--- config.mk ---
export PLATFORM = sky130hd
export DESIGN_NAME = switch_conditioner
export DESIGN_NICKNAME = d
export VERILOG_FILES = /design/src/rtl/switch_conditioner_pkg.sv /design/src/rtl/switch_conditioner_debounce_bit.sv /design/src/rtl/switch_conditioner.sv
export SDC_FILE = /design/constraint.sdc
export NUM_CORES = 1
export LEC_CHECK = 0
export CAP_MARGIN = 40
export CORE_UTILIZATION = 43
export CTS_CLUSTER_SIZE = 10
export DETAILED_ROUTE_END_ITERATION = 7
export MAX_ROUTING_LAYER = met4
export PLACE_DENSITY = 0.79
export SLEW_MARGIN = 20
export SYNTH_ARGS = -nofsm -noshare
export SYNTH_HDL_FRONTEND = slang
export SYNTH_SLANG_ARGS = --single-unit
--- constraint.sdc ---
create_clock -name clk -period 1.1 [get_ports clk]
set_input_delay 0.22 -clock clk [delete_from_list [all_inputs] [get_ports clk]]
set_output_delay 0.22 -clock clk [all_outputs]
set_load 0.05 [all_outputs]
--- src/rtl/switch_conditioner_pkg.sv ---
// rtl/switch_conditioner_pkg.sv - lab board switch constants shared by the conditioner
package switch_conditioner_pkg;
   localparam int SC_WIDTH          = 10;
   localparam int SC_DEBOUNCE       = 4;
   localparam int SC_SYNC_STAGES    = 2;
endpackage

--- src/rtl/switch_conditioner_debounce_bit.sv ---
// rtl/switch_conditioner_debounce_bit.sv - one switch bit: synchronizer, debounce counter, edge pulses
module debounce_bit
   import switch_conditioner_pkg::*;
#(
   parameter int DEBOUNCE_CYCLES = SC_DEBOUNCE
) (
   input  logic clk,
   input  logic reset,
   input  logic raw_i,
   output logic sw_o,
   output logic rise_o,
   output logic fall_o
);
   localparam int CW = (DEBOUNCE_CYCLES > 2) ? $clog2(DEBOUNCE_CYCLES) : 1;
   localparam logic [CW-1:0] CNT_MAX = CW'(DEBOUNCE_CYCLES - 1);

   logic [SC_SYNC_STAGES-1:0] sync_q;
   logic [CW-1:0]             cnt_q, cnt_d;
   logic                      sw_q, sw_d;
   logic                      rise_q, fall_q;
   logic                      s, load;

   assign s = sync_q[SC_SYNC_STAGES-1];

   // The counter only advances while s disagrees with sw, so it stops at CNT_MAX on the load.
   always_comb begin
      load  = 1'b0;
      cnt_d = '0;
      sw_d  = sw_q;
      if (s != sw_q) begin
         if (cnt_q == CNT_MAX) begin
            load = 1'b1;
            sw_d = s;
         end else begin
            cnt_d = cnt_q + CW'(1);
         end
      end
   end

   always_ff @(posedge clk) begin
      if (reset) begin
         sync_q <= '0;
         cnt_q  <= '0;
         sw_q   <= 1'b0;
         rise_q <= 1'b0;
         fall_q <= 1'b0;
      end else begin
         sync_q <= {sync_q[SC_SYNC_STAGES-2:0], raw_i};
         cnt_q  <= cnt_d;
         sw_q   <= sw_d;
         rise_q <= load & s;
         fall_q <= load & ~s;
      end
   end

   assign sw_o   = sw_q;
   assign rise_o = rise_q;
   assign fall_o = fall_q;
endmodule

--- src/rtl/switch_conditioner.sv ---
// rtl/switch_conditioner.sv - debounces a bus of board switches and flags their edges
module switch_conditioner
   import switch_conditioner_pkg::*;
#(
   parameter int WIDTH           = SC_WIDTH,
   parameter int DEBOUNCE_CYCLES = SC_DEBOUNCE
) (
   input  logic             clk,
   input  logic             reset,
   input  logic [WIDTH-1:0] sw_raw,
   output logic [WIDTH-1:0] sw,
   output logic [WIDTH-1:0] rise,
   output logic [WIDTH-1:0] fall,
   output logic             changed
);
   for (genvar i = 0; i < WIDTH; i++) begin : g_bit
      debounce_bit #(
         .DEBOUNCE_CYCLES(DEBOUNCE_CYCLES)
      ) u_bit (
         .clk    (clk),
         .reset  (reset),
         .raw_i  (sw_raw[i]),
         .sw_o   (sw[i]),
         .rise_o (rise[i]),
         .fall_o (fall[i])
      );
   end

   // Built from registered pulses only, so it lines up with rise/fall.
   assign changed = |(rise | fall);
endmodule
[After elaboration in Yosys (flattened, before gate mapping)]
Index checks and enable logic that the tools add are counted.
Storage, ports and cells
  memories: 0
  input port bits: 12
  memory bits (read-only): 0
  output and inout port bits: 31
  RAM bits: 0
  bits in latches: 0
  register bits: 70
Cells by class
  shift-type cells: 0
  multiplexer cells: 20
  order comparisons: 0
  bitwise logic cells: 41
  $mul: 0
  div/mod/pow operators: 0
  eq/ne operators: 20
  add/subtract/negate cells: 10
  reduce and logical (&&, ||, !) cells: 21
Operators by type and width (number)
  $reduce_or A3 Y1: 10
  $add A2 B1 Y2 const B: 10
  $and A1 B1 Y1: 20
  $eq A2 B2 Y1 const B: 10
  $mux W1: 20
  $not A1 Y1: 20
  $reduce_and A2 Y1: 10
  $ne A1 B1 Y1: 10
  $or A10 B10 Y10: 1
  $reduce_or A10 Y1: 1

[Longest topological paths before layout]
Gate-level depths: netlist of run 1.
  depth in word-level cells: 4
  depth in mapped cells: 3

[Modules after synthesis]
From an unflattened synthesis of run 1, not the netlist that was laid out.
Second synthesis, totals
  cell total of the unflattened synthesis: 177
  area, all modules: 2382.3 sq um
Modules (own cells, without submodules)
  debounce_bit: cells an instance 17, instances 10, seq. area each 140.1 sq um, area an instance 234.0 sq um
  switch_conditioner: cells an instance 7, instances 1, seq. area each 0.0 sq um, area an instance 42.5 sq um

[Worst setup path before layout of run 1]
OpenSTA, ideal clock, no wires.
  path type: flip-flop to output port
  start point: register g_bit[7].u_bit.rise_q
  end point: output changed
  required time: 0.880 ns
  arrival time: 1.065 ns
  path slack: -0.185 ns
  cell stages (with the launch flop): 4
  cell sequence: dfxtp_1 > nor4_1 > and3_1 > nand3_1
On the way
  cells in the longest elaborated chain, start to end: 2
Ends and longest elaborated chain
  start, declared: RTL line switch_conditioner_debounce_bit.sv:20  | logic rise_q, fall_q;
  start signal, assigned: RTL line switch_conditioner_debounce_bit.sv:51  | rise_q <= load & s;
  $or A10 B10 Y10: RTL line switch_conditioner.sv:30  | assign changed = |(rise | fall);
  $reduce_or A10 Y1: RTL line switch_conditioner.sv:30
  end, declared: RTL line switch_conditioner.sv:14  | output logic changed
Every way passes these cells.

[Worst setup path in the final report of run 1]
  start point: register g_bit[9].u_bit.fall_q
  end point: output changed
On the way
  cells in the longest elaborated chain, start to end: 2
Ends and longest elaborated chain
  start, declared: RTL line switch_conditioner_debounce_bit.sv:20
  start signal, assigned: RTL line switch_conditioner_debounce_bit.sv:52  | fall_q <= load & ~s;
  $or A10 B10 Y10: RTL line switch_conditioner.sv:30
  $reduce_or A10 Y1: RTL line switch_conditioner.sv:30
Every way passes these cells.

==> results of run 1 <==
[cells in the mapped netlist, types with 4 or more instances]
| cell type | instances | share of area |
|---|---|---|
| clkbuf_1 | 4 | 0.0056 |
| nor2_1 | 12 | 0.017 |
| inv_1 | 10 | 0.014 |
| dfxtp_1 | 70 | 0.52 |
| and4bb_2 | 20 | 0.093 |
| buf_4 | 31 | 0.086 |
| nor2_2 | 18 | 0.042 |
| xnor2_1 | 10 | 0.033 |
| nor2b_1 | 20 | 0.046 |
| or3_4 | 9 | 0.038 |
| nor4_1 | 5 | 0.012 |
| ha_1 | 10 | 0.046 |
| mux2i_1 | 10 | 0.037 |
[stage by stage]
step | power (mW) | utilization
floorplan | 2.76 | -
global placement | 2.83 | 0.605
detailed placement | 2.84 | 0.605
CTS | 4.80 | 0.677
global route | 4.94 | 0.698
finish | 4.78 | 0.698
[power by group through the flow]
stage	sequential (mW)	combinational [mW]	clock (mW)
finish	2.60	0.180	2.01
global route	2.60	0.198	2.14
CTS	2.59	0.174	2.03
detailed placement	2.66	0.173	0
global placement	2.66	0.168	0
floorplan	2.66	0.106	0
[cell families after synthesis]
family,count (synthesis)
adders and majority gates,10
buffers and inverters,46
and+or+nand+nor,87
DFF,70
xor gates and xnor gates,10
muxes,10
[registers in the layout, indices dropped and copies added (netlist names)]
| register | cells |
|---|---|
| g_bit.u_bit.rise_o | 10 |
| g_bit.u_bit.fall_o | 10 |
| g_bit.u_bit.cnt_q | 20 |
| g_bit.u_bit.sync_q | 20 |
| g_bit.u_bit.sw_o | 10 |
[worst min-delay path, cell delays in order]
cell,delay (ps)
buf_2,100
buf_12,190
nor2_1,70
[metal layers]
layer / global-route usage / share of wire / wire length, um
met1: 0.174 / 0.38 / 2090
met2: 0.329 / 0.56 / 3080
met3: 0.0449 / 0.030 / 164
met4: 0.120 / 0.032 / 177
met5: - / 0 / 0
[path summary, 6_finish.rpt]
path                                           start                                 end  depth (start not counted)
hold / removal                                 reset    g_bit[7].u_bit.sw_o$_SDFFE_PP0P_                          3
setup / recovery    g_bit[9].u_bit.fall_o$_SDFF_PP0_                             changed                          4
setup reg to reg  g_bit[3].u_bit.cnt_q[0]$_SDFF_PP0_    g_bit[3].u_bit.sw_o$_SDFFE_PP0P_                          4
hold reg to reg   g_bit[4].u_bit.cnt_q[0]$_SDFF_PP0_  g_bit[4].u_bit.cnt_q[0]$_SDFF_PP0_                          1
[layout by cell type, fill, tap and decap left out, types with 3 or more instances in the layout]
master | synthesis | routed
buf_12 | 0 | 32
dfxtp_4 | 0 | 5
buf_6 | 1 | 29
dfxtp_2 | 0 | 27
clkbuf_8 | 0 | 10
inv_1 | 10 | 10
nor2_2 | 18 | 17
nor2_1 | 12 | 12
nor2b_1 | 20 | 20
dfxtp_1 | 70 | 38
or3_4 | 9 | 9
mux2i_1 | 10 | 8
nor4_2 | 0 | 3
ha_2 | 0 | 8
xnor2_1 | 10 | 9
buf_4 | 31 | 29
and4bb_2 | 20 | 20
clkdlybuf4s50_1 | 0 | 10
[final cells by class]
type	instances	area, um2
Clock buffer	11	141
Fill cell	386	1810
Tap cell	75	93.8
Timing Repair Buffer	102	1310
Clock inverter	4	47.5
Sequential cell	70	1450
Inverter	10	37.5
Multi-Input combinational cell	117	1100
[timing repair]
action                     in CTS  in global routing
setup endpoints to repair      31                 53
resized for setup              66                 24
hold endpoints to repair        0                  0
setup buffers                  17                 11
pin swaps                       2                  4
==> summary.md, run 1 <==
| Metric | Value |
|---|---|
| Global placement routability congestion | `0.738` |
| Number of setup violations in the final report | `26` |
| Pint | `3.77 mW` |
| CP Cell Sequence | `nor4_4, and3_4, nand3_4, buf_8` |
| Reg-to-reg slack, setup | `10 ps` |
| Drt total wl | `5510 um` |
| Mapped Cells | `233` |
| Measured slew at the worst slew-check pin | `344 ps` |
| Synthesized flop and latch total | `70` |
| Mux contribution to synthesized area | `0.0372` |
| P_sw | `1.02 mW` |
| Net count after synthesis | `255` |
| Share of flip-flops with an asynchronous set or reset | `0` |
| Largest family of logic cells by synthesized area | `simple AND/OR/NAND/NOR gates` |
| Total negative slack | `-2190 ps` |
| Post-route setup slack | `-570 ps` |
| Layout cells sized above 1 | `0.646` |
| CP endpoint kind | `primary output` |
| Post-synthesis sequential area ratio | `0.520` |
| Failing checks | `negative setup slack` |
| Initial core utilization | `0.450` |
| DR pass1 iterations | `4` |
| First-pass GRT wire length | `8310 um` |
| Hold WS | `281 ps` |
| WP data arrival | `1450 ps` |
| VDD IR max | `1.03 mV` |
| Crit-path slowest cell | `dfxtp_2` |
| Synth Area in Compound Gates | `0` |
| Via count | `1783` |
| Core area | `5990 um2` |
| Synth Area in Simple Gates | `0.254` |
| Hold buffer count at cts | `0` |
| Clock skew | `3.40 ps` |
| Clk root buf | `clkbuf_8` |
| Synth unique cells | `17` |
| Vias in the first global route | `1812` |
| Worst path bufs/invs | `1` |
| Mapped Area | `2690 um2` |
| Sequential power share | `0.542` |
| CTS sink cnt | `70` |
| DIE WIDTH | `81.2 um` |
| Worst path max stage delay | `340 ps` |
| CTS tree | `done` |
| Full die area | `6590 um2` |
| Antenna Cells | `0` |
| H-tree depth | `3` |
| Ys Warns | `0` |
| Total CTS buffers | `9` |
| Placement Setup Slack | `-286 ps` |
| Outcome | `complete, but fails checks` |
| Port bufs | `42` |
| Core Rows | `28` |
| Clk pwr share | `0.420` |
| Post-synth top flop | `dfxtp_1` |
| Post-synth EDFFs | `0` |
| Crit-path max FO | `2` |
| Power per cell area | `1140 nW/um2` |
| Lkg Pwr | `1.70 nW` |
| Max cap viols | `0` |
| Post-synthesis adder-cell area fraction | `0.0464` |
| Area growth syn-to-layout | `55.2%` |
| Vias per cell | `4.58` |
| Crit start category | `flip-flop` |
| Placed Area | `3620 um2` |
| Min-Delay Path Class | `in -> reg` |
| Antenna Violating Nets Remaining | `0` |
| Worst EP required | `880 ps` |
| Layout Cell Area excl Fill | `4180 um2` |
| DR DRC count | `0` |
| Final #Nets | `332` |
| Clk pin slew, worst setup/hold paths | `70 ps` |
| # IOs | `43` |
| Final Max Tran Viols | `0` |
| GRT overflow | `0` |
| Total GRT Usage | `0.184` |
| Crit share post-route | `1.52` |
| Initial antenna violation count | `0` |
| Post-Place Cells | `358` |
| Path type of the worst setup path | `reg -> out` |
| Die Height | `81.2 um` |
| Fraction of power spent switching nets | `0.213` |
| Gate power share | `0.038` |
| First DRT Iteration DRCs | `40` |
| Delay-heaviest family, CP | `simple AND/OR/NAND/NOR gates` |
| Longest Clk Path Bufs | `2` |
| Normalized max-slew margin | `0.769` |
| Hpwl dp | `3260 um` |
| DR WL/cell | `14.2 um` |
| RSZ-0062 raised after global routing | `true` |
| Largest net degree at the start of global routing | `39` |
| Worst skew pair latency | `350 ps` |
| Final Hold Fails | `0` |
| Non-Filler Instances | `389` |
| Max Clk Rate | `599 MHz` |
| XOR/XNOR share of the synthesized area | `0.0325` |
| Syn Area/Cell | `11.6 um2` |
| Tmin final | `1670 ps` |
No activity file was read; power rests on OpenSTA's default activity.
==> run 2, diff against run 1 <==
CORE_ASPECT_RATIO = 2   (was default)
CTS_CLUSTER_SIZE = 12   (was 10)
==> run 2 against run 1 <==
  * Critical path type unchanged
  * Routed wire length down 0.84%
  * The flow finishes with violations (design-rule violations, negative setup slack)
  * Die area up 0.29%
  * Sequential power about the same
  * Sequential share of layout area down 0.57 points
  * Highest routed layer unchanged
  * Clock skew up 5.2 ps
  * Final area up 1.9%
  * Critical path depth unchanged
  * Global-route usage down 0.65 points
  * Largest power group is now the clock network
==> summary.md, run 2 (synthesis results as in run 1) <==
| Metric | Value |
|---|---|
| Outcome | `complete, but fails checks (unchanged)` |
| Failing checks | `design-rule violations, negative setup slack (was negative setup slack)` |
| CTS sink cnt | `70 (unchanged)` |
| CP endpoint kind | `primary output (unchanged)` |
| Normalized max-slew margin | `0.772 (was 0.769)` |
| RSZ-0062 raised after global routing | `true (unchanged)` |
| CTS tree | `done (unchanged)` |
| # IOs | `43 (unchanged)` |
| Crit-path max FO | `2 (unchanged)` |
| Lkg Pwr | `1.74 nW (was 1.70 nW)` |
| First-pass GRT wire length | `8470 um (was 8310 um)` |
| Antenna Violating Nets Remaining | `0 (unchanged)` |
| VDD IR max | `1.03 mV (about the same)` |
| Tmin final | `1650 ps (was 1670 ps)` |
| Worst EP required | `880 ps (about the same)` |
| CP Cell Sequence | `nor4_4, and3_4, nand3_4, buf_8 (unchanged)` |
| Most common cell after layout, fill and taps aside | `dfxtp_1 (unchanged)` |
| Placed Area | `3600 um2 (was 3620 um2)` |
| Core Rows | `40 (was 28)` |
| Drt total wl | `5460 um (was 5510 um)` |
| Clk pin slew, worst setup/hold paths | `50 ps (was 70 ps)` |
| Initial core utilization | `0.449 (was 0.450)` |
| Worst skew pair latency | `330 ps (was 350 ps)` |
| Crit start category | `flip-flop (unchanged)` |
| Die Height | `114 um (was 81.2 um)` |
| Core area | `6010 um2 (was 5990 um2)` |
| Vias per cell | `4.82 (was 4.58)` |
| DR WL/cell | `14.6 um (was 14.2 um)` |
| Area growth syn-to-layout | `58.1% (was 55.2%)` |
| Commonest cells after routing, fill and taps aside | `dfxtp_1, buf_12, dfxtp_2, buf_6, buf_4 (was dfxtp_1, buf_12, buf_4, buf_6, dfxtp_2)` |
| Total CTS buffers | `9 (unchanged)` |
| Max Clk Rate | `607 MHz (was 599 MHz)` |
| DR DRC count | `4 (was 0)` |
| Layout Cell Area excl Fill | `4260 um2 (was 4180 um2)` |
| Total GRT Usage | `0.177 (was 0.184)` |
| Worst path bufs/invs | `1 (unchanged)` |
| First DRT Iteration DRCs | `60 (was 40)` |
| Via count | `1809 (was 1783)` |
| Crit-path slowest cell | `dfxtp_2 (unchanged)` |
| Worst path max stage delay | `330 ps (was 340 ps)` |
| Antenna Cells | `0 (unchanged)` |
| Port bufs | `42 (unchanged)` |
| Hpwl dp | `3270 um (was 3260 um)` |
| Post-route setup slack | `-547 ps (was -570 ps)` |
| Biggest regs | `g_bit.u_bit.cnt_q x20, g_bit.u_bit.sync_q x20 (unchanged)` |
| Longest Clk Path Bufs | `2 (unchanged)` |
| Global placement routability congestion | `0.705 (was 0.738)` |
| Max cap viols | `0 (unchanged)` |
| DIE WIDTH | `58.0 um (was 81.2 um)` |
| Hold buffer count at cts | `0 (unchanged)` |
| Delay-heaviest family, CP | `simple AND/OR/NAND/NOR gates (unchanged)` |
| Power per cell area | `1270 nW/um2 (was 1140 nW/um2)` |
| Initial antenna violation count | `0 (unchanged)` |
| Hold WS | `291 ps (was 281 ps)` |
| DR pass1 iterations | `6 (was 4)` |
| Min-Delay Path Class | `in -> reg (unchanged)` |
| Clk root buf | `clkbuf_16 (was clkbuf_8)` |
| H-tree depth | `3 (unchanged)` |
| Path type of the worst setup path | `reg -> out (unchanged)` |
| Crit share post-route | `1.50 (was 1.52)` |
| Reg-to-reg slack, setup | `0 ps (was 10 ps)` |
| Layout cells sized above 1 | `0.651 (was 0.646)` |
| Final Max Tran Viols | `0 (unchanged)` |
| Largest net degree at the start of global routing | `33 (was 39)` |
| Final Hold Fails | `0 (unchanged)` |
| Vias in the first global route | `1906 (was 1812)` |
| Clock skew | `8.64 ps (was 3.40 ps)` |
| Final #Nets | `331 (was 332)` |
| Full die area | `6600 um2 (was 6590 um2)` |
| GRT overflow | `0 (unchanged)` |
| Number of setup violations in the final report | `29 (was 26)` |
| WP data arrival | `1430 ps (was 1450 ps)` |
| Measured slew at the worst slew-check pin | `339 ps (was 344 ps)` |
-- run 2: worst paths after layout --
check / start / to / cells after the start
worst min-delay path: reset / g_bit[9].u_bit.sw_o$_SDFFE_PP0P_ / 3
worst max-delay path: g_bit[7].u_bit.fall_o$_SDFF_PP0_ / changed / 4
worst max register to register: g_bit[0].u_bit.sw_o$_SDFFE_PP0P_ / g_bit[0].u_bit.cnt_q[0]$_SDFF_PP0_ / 4
worst min register to register: g_bit[8].u_bit.cnt_q[0]$_SDFF_PP0_ / g_bit[8].u_bit.cnt_q[0]$_SDFF_PP0_ / 1
-- run 2: area by class of cell --
type	instances	area, um2
Clock buffer	13	270
Inverter	10	37.5
Timing Repair Buffer	101	1300
Sequential cell	70	1460
Clock inverter	1	5.00
Fill cell	402	1750
Multi-Input combinational cell	117	1110
Tap cell	63	78.8
-- run 2: worst reg2reg max path, delay by kind of cell, from the launching register on --
kind / cells / cell delay (ps)
flip-flops: 1 / 330
XOR/XNOR: 1 / 120
buffers and inverters: 1 / 130
AND/OR/NAND/NOR: 2 / 460
-- run 2: layer usage --
metal | track usage | vias to the layer above | wire (um)
met5 | - | - | 0
met4 | 0.114 | 0 | 168
met3 | 0.0544 | 10 | 201
met2 | 0.296 | 43 | 3130
met1 | 0.172 | 859 | 1960
li1 | - | 897 | -
-- run 2: per-stage QoR --
step                cells  total power [mW]  TNS [ps]  utilization  worst slack [ps]
CTS                   371              5.44     -1340        0.687              -536
global placement      345              2.83      -301        0.599              -301
finish                375              5.42     -1560        0.709              -547
detailed placement    345              2.83      -277        0.599              -277
global route          375              5.60     -2360        0.709              -604
floorplan             233              2.76     -17.5            -             -17.5
-- run 2: where the power goes --
group | switching, mW | total (mW) | leakage, nW | internal [mW]
clock network | 0.963 | 2.64 | 0.138 | 1.68
registers | 0.0300 | 2.60 | 0.588 | 2.57
logic | 0.0703 | 0.180 | 1.01 | 0.109
-- run 2: repair_timing --
| item | 4_1_cts | 5_1_grt |
|---|---|---|
| pin swaps | 4 | 4 |
| setup endpoints to repair | 35 | 48 |
| setup buffers | 19 | 9 |
| gates resized for setup | 62 | 34 |
==> run 3, diff against run 2 <==
GPL_ROUTABILITY_DRIVEN = 1   (was default)
==> results of run 3 <==
The final DEF is identical to that of run 2; final timing and power are the same.
